### config.mk
export PLATFORM = sky130hd
export DESIGN_NAME = cpu_probe_scanner
export DESIGN_NICKNAME = d
export VERILOG_FILES = /design/src/rtl/cpu_probe_scanner.sv
export SDC_FILE = /design/constraint.sdc
export NUM_CORES = 1
export LEC_CHECK = 0
export BUFFER_PORTS_ARGS = -buffer_cell sky130_fd_sc_hd__clkbuf_2
export CORE_MARGIN = 4
export CORE_UTILIZATION = 57
export DETAILED_ROUTE_END_ITERATION = 7
export PLACE_DENSITY = 0.85
export SYNTH_ARGS = -nofsm -noshare
export SYNTH_HDL_FRONTEND = slang
export SYNTH_SLANG_ARGS = --single-unit
### constraint.sdc
create_clock -name clk -period 39.2 [get_ports clk]
set_input_delay 7.84 -clock clk [delete_from_list [all_inputs] [get_ports clk]]
set_output_delay 7.84 -clock clk [all_outputs]
set_load 0.03 [all_outputs]
### src/rtl/cpu_probe_scanner.sv
// Frame-based scanner that reads the CPU register file, data RAM and status ports and
// streams tagged 32-bit records on a valid/ready port. Optional checksum: PROBE_CHECKSUM_EN.
module cpu_probe_scanner #(
    parameter int          MEM_WORDS = 16,
    parameter logic [31:0] MEM_BASE  = 32'h0
) (
    input  logic        clk,
    input  logic        reset,
    input  logic        start,
    output logic        busy,
    output logic        frame_done,
    output logic [4:0]  rf_addr,
    input  logic [31:0] rf_data,
    output logic [31:0] mem_addr,
    input  logic [31:0] mem_data,
    input  logic [31:0] IF_pc,
    input  logic [31:0] IF_inst,
    input  logic [31:0] ID_pc,
    input  logic [31:0] EXE_pc,
    input  logic [31:0] MEM_pc,
    input  logic [31:0] WB_pc,
    input  logic [31:0] HI_data,
    input  logic [31:0] LO_data,
    input  logic [31:0] cpu_5_valid,
    output logic        out_valid,
    input  logic        out_ready,
    output logic [7:0]  out_tag,
    output logic [31:0] out_data
);

`ifdef PROBE_CHECKSUM_EN
    typedef enum logic [2:0] {
        S_IDLE, S_REG, S_MEM_ISSUE, S_MEM_CAP, S_STAT, S_CSUM, S_DONE
    } state_t;
`else
    typedef enum logic [2:0] {
        S_IDLE, S_REG, S_MEM_ISSUE, S_MEM_CAP, S_STAT, S_DONE
    } state_t;
`endif

    localparam logic [5:0] MEM_LAST  = 6'(MEM_WORDS - 1);
    localparam logic [5:0] STAT_LAST = 6'd8;

    state_t      state_q, state_d;
    logic [5:0]  idx_q, idx_d;
    logic        busy_q, busy_d;
    logic        frame_done_q, frame_done_d;
    logic [4:0]  rf_addr_q, rf_addr_d;
    logic [31:0] mem_addr_q, mem_addr_d;
    logic        out_valid_q, out_valid_d;
    logic [7:0]  out_tag_q, out_tag_d;
    logic [31:0] out_data_q, out_data_d;
    logic [31:0] shadow_q [9];
    logic [31:0] shadow_d [9];
`ifdef PROBE_CHECKSUM_EN
    logic [31:0] csum_q, csum_d;
`endif

    logic        slot_free;
    logic        load;
    logic [7:0]  load_tag;
    logic [31:0] load_data;

    // The slot may be refilled in the same cycle its current record is accepted.
    assign slot_free = ~out_valid_q | out_ready;

    always_comb begin
        // NOTE: every variable gets a default first so no path leaves it unassigned (no latch).
        state_d      = state_q;
        idx_d        = idx_q;
        busy_d       = busy_q;
        frame_done_d = 1'b0;
        rf_addr_d    = rf_addr_q;
        mem_addr_d   = mem_addr_q;
        out_valid_d  = out_valid_q & ~out_ready;
        out_tag_d    = out_tag_q;
        out_data_d   = out_data_q;
        shadow_d     = shadow_q;
`ifdef PROBE_CHECKSUM_EN
        csum_d       = csum_q;
`endif
        load      = 1'b0;
        load_tag  = 8'h00;
        load_data = 32'h0;

        case (state_q)
            S_IDLE: begin
                // frame_done_q high means this is the completion cycle; start is ignored there.
                if (start && !frame_done_q) begin
                    shadow_d = '{IF_pc, IF_inst, ID_pc, EXE_pc, MEM_pc, WB_pc,
                                 HI_data, LO_data, cpu_5_valid};
                    busy_d    = 1'b1;
                    rf_addr_d = 5'd0;
                    idx_d     = 6'd0;
`ifdef PROBE_CHECKSUM_EN
                    csum_d    = 32'h0;
`endif
                    state_d   = S_REG;
                end
            end
            S_REG: begin
                if (slot_free) begin
                    load      = 1'b1;
                    load_tag  = {3'b000, rf_addr_q};
                    load_data = rf_data;
                    if (rf_addr_q == 5'd31) begin
                        idx_d      = 6'd0;
                        mem_addr_d = MEM_BASE;
                        state_d    = S_MEM_ISSUE;
                    end else begin
                        rf_addr_d = rf_addr_q + 5'd1;
                    end
                end
            end
            S_MEM_ISSUE: begin
                state_d = S_MEM_CAP;
            end
            S_MEM_CAP: begin
                // mem_addr stays put while waiting, so the RAM keeps returning this word.
                if (slot_free) begin
                    load      = 1'b1;
                    load_tag  = {2'b01, idx_q};
                    load_data = mem_data;
                    if (idx_q == MEM_LAST) begin
                        idx_d   = 6'd0;
                        state_d = S_STAT;
                    end else begin
                        idx_d      = idx_q + 6'd1;
                        mem_addr_d = mem_addr_q + 32'd4;
                        state_d    = S_MEM_ISSUE;
                    end
                end
            end
            S_STAT: begin
                if (slot_free) begin
                    load      = 1'b1;
                    load_tag  = {4'b1000, idx_q[3:0]};
                    load_data = shadow_q[idx_q[3:0]];
                    if (idx_q == STAT_LAST) begin
`ifdef PROBE_CHECKSUM_EN
                        state_d = S_CSUM;
`else
                        state_d = S_DONE;
`endif
                    end else begin
                        idx_d = idx_q + 6'd1;
                    end
                end
            end
`ifdef PROBE_CHECKSUM_EN
            S_CSUM: begin
                if (slot_free) begin
                    load      = 1'b1;
                    load_tag  = 8'hFF;
                    load_data = csum_q;
                    state_d   = S_DONE;
                end
            end
`endif
            S_DONE: begin
                if (slot_free) begin
                    frame_done_d = 1'b1;
                    busy_d       = 1'b0;
                    state_d      = S_IDLE;
                end
            end
            default: begin
                state_d = S_IDLE;
            end
        endcase

        if (load) begin
            out_valid_d = 1'b1;
            out_tag_d   = load_tag;
            out_data_d  = load_data;
`ifdef PROBE_CHECKSUM_EN
            csum_d      = csum_q ^ load_data;
`endif
        end
    end

    always_ff @(posedge clk or posedge reset) begin
        if (reset) begin
            state_q      <= S_IDLE;
            idx_q        <= 6'd0;
            busy_q       <= 1'b0;
            frame_done_q <= 1'b0;
            rf_addr_q    <= 5'd0;
            mem_addr_q   <= MEM_BASE;
            out_valid_q  <= 1'b0;
            out_tag_q    <= 8'h00;
            out_data_q   <= 32'h0;
            // NOTE: the shadow bank is only nine words, so it is reset like any other register.
            shadow_q     <= '{default: 32'h0};
`ifdef PROBE_CHECKSUM_EN
            csum_q       <= 32'h0;
`endif
        end else begin
            // NOTE: non-blocking assignments so every flop samples pre-edge values.
            state_q      <= state_d;
            idx_q        <= idx_d;
            busy_q       <= busy_d;
            frame_done_q <= frame_done_d;
            rf_addr_q    <= rf_addr_d;
            mem_addr_q   <= mem_addr_d;
            out_valid_q  <= out_valid_d;
            out_tag_q    <= out_tag_d;
            out_data_q   <= out_data_d;
            shadow_q     <= shadow_d;
`ifdef PROBE_CHECKSUM_EN
            csum_q       <= csum_d;
`endif
        end
    end

    assign busy       = busy_q;
    assign frame_done = frame_done_q;
    assign rf_addr    = rf_addr_q;
    assign mem_addr   = mem_addr_q;
    assign out_valid  = out_valid_q;
    assign out_tag    = out_tag_q;
    assign out_data   = out_data_q;

endmodule

==> results.ini <==
[timing]
setup_slack_ns=29.19
finalSetupViolCount=0
maxSlewViolCount=0
post-route-period-util_pct=25.5
relSlewSlack_pct=17.3
rsz0062_at_grt=no
fmax_ghz=0.0999
tightest_slew_ns=1.24
min_period_ns=10.01
setup_tns_ns=0
finalClockSkew_ns=0.00884
hold_viol=0

[worst_setup_path]
criticalPathCategory=input pin to asynchronous set/reset pin
path_cells=clkbuf_2 > inv_8 > buf_4 > buf_4
cp_max_fo=142
worstPathRequired_ns=39.69
crit_top_cell=buf_4
critPathLaunchType=input pin
slowest_delay_ns=0.90
slowest_stage=buf_4
cp-end-kind=asynchronous set/reset pin
path_buf_inv=4
critPathTopFamily=buffers and inverters
crit_arrival_ns=10.50

[global_route]
grt_overflow_total=0
antenna_found_initial=4
grt_pass1_vias=16300
grt_pass1_wl_um=83800
grt_max_degree=283
grt_use_total_pct=31.1

[cts]
htree_levels=2
max-clock-path-buffers=3
cts_tree=built
clk_latency_ns=0.52
clk_pin_slew_worst_paths_ns=0.06
cts-root-buf=clkbuf_16
cts_hold_buf=0
post_cts_resized=0
numCtsBuffers=40
clock-sinks=375
post_cts_buffers=0

[synthesis]
synth_ff_type=dfrtp_1
synth.distinct_cells=56
ys_seq_area_share_pct=53.6
yosysWarningCount=0
syn_area_per_cell_um2=8.78
synth-edff-count=0
syn_inst=1995
synth.cell_area_um2=17500
async_reset_ff_share_pct=100
ys_ff_latch=375

[cells_and_area]
mostFrequentLayoutCells=nand2_1 (896), clkbuf_2 (433), dfrtp_1 (373), mux2i_1 (157), nor2_1 (84)
fill_cells=2293
layout-drive-gt1-share_pct=22.1
area_growth_pct=20.6
final_common_cell=nand2_1
fin_nets=2715

[pwr]
leakage_nw=10.8
peakVddDrop_mv=0.0467
p_per_area_nw_per_um2=75.4

[routing]
wirelength_um=54000
route.detailed.drc=0
viasPerCell=5.77
drtPass1Iterations=6
vias=16000
postRouteAntennaNets=0
drt-initial-drc-count=1665
wire_per_inst_um=19.5

[die]
io_pins=436
core_um2=30000
num_rows=63
die_w_um=183
fp.dieArea_um2=33600
die_h_um=183
start_util_pct=58.5

[placed_design]
gp_congestion=0.965
pre_cts_ws_ns=28.52
port_buffers=433
hpwl_um=36300

[hold_path]
hp-class=flop to flop

[job]
cap_violations=0

[run_status]
status=completed

==> metal layers <==
metal	global-route usage (%)	vias up	part of all wire, %
met3	5.10	185	8.3
met2	51.4	917	48
li1	-	7274	-
met1	40.4	7645	39
met5	0	-	0.022
met4	14.9	2	4.7
==> cell families (layout without fill, tap and decap cells) <==
family,after synthesis,after routing,share of synthesized area [%]
mux,160,160,9.23
compound gates,208,208,7.56
buf+inv,137,523,3.38
xor+xnor,12,12,0.600
flops,375,375,53.6
fa+ha+maj,5,5,0.357
other cells,1,5,0.0214
simple gates,1097,1097,25.2
==> layout make-up <==
type / instances / area, µm² / area share [%]
diodes: 3 / 7.51 / 0.0356
clock buffers: 56 / 1130 / 5.36
clock inverters: 14 / 176 / 0.836
inverters: 7 / 33.8 / 0.160
multi-input cells: 1484 / 7590 / 36.0
flip-flops and latches: 375 / 9390 / 44.5
well taps: 390 / 488 / 2.31
repair buffers: 446 / 2290 / 10.8
==> power by group <==
part	leakage [nW]	switching (W)	total, W	internal (W)
combinational	5.51	0.000340	0.000543	0.000203
sequential	4.66	0.000116	0.000669	0.000554
clock	0.646	0.000152	0.000380	0.000228
==> registers in the layout, summed over array words and instances, names as in the netlist <==
register	flops
shadow_q	288
out_data	32
mem_addr	30
out_tag	8
idx_q	6
rf_addr	5
state_q	3
busy	1
frame_done	1
out_valid	1
==> through the flow <==
stage	hold WS (ns)	util, %	std cells	instance area (µm²)	total power, W
after floorplan	0.437	-	1996	17500	0.00103
after CTS	0.468	70.5	2772	21100	0.00159
after global routing	0.497	70.5	2775	21100	0.00168
after global placement	0.455	66.1	2702	19800	0.00118
after detailed placement	0.454	66.1	2702	19800	0.00121
final	0.475	70.5	2775	21100	0.00159
==> worst min-delay path, cell delays in order (launching register included) <==
cell,delay [ns]
dfrtp_1,0.34
nand2_1,0.05
nand2_1,0.06
==> cells in the mapped netlist (all sizes together), types with 13 or more instances <==
cell | instances | share of area, %
a21oi | 55 | 1.6
a31oi | 34 | 1.2
mux2i | 157 | 9.0
buf | 54 | 1.6
or3 | 16 | 0.57
a22oi | 66 | 2.8
nor2 | 86 | 1.8
nand4 | 13 | 0.55
o21ai | 30 | 0.86
nand3 | 45 | 1.3
dfrtp | 375 | 54
clkbuf | 76 | 1.6
nand2 | 896 | 19
==> worst paths after layout <==
| kind | end | cells past startpoint | slack [ns] | start |
|---|---|---|---|---|
| worst max-delay path | shadow_q[279] | 4 | 29.19 | reset |
| worst min-delay path | shadow_q[222] | 2 | 0.47 | shadow_q[222] |
| worst max register to register | mem_addr[28] | 6 | 35.90 | state_q[1] |
| worst min register to register | shadow_q[222] | 2 | 0.47 | shadow_q[222] |
| max in group clk | shadow_q[182] | 7 | 29.27 | start |
| min in group asynchronous | shadow_q[33] | 2 | 7.53 | reset |
Note: power is estimated with default switching activity, not from simulation.
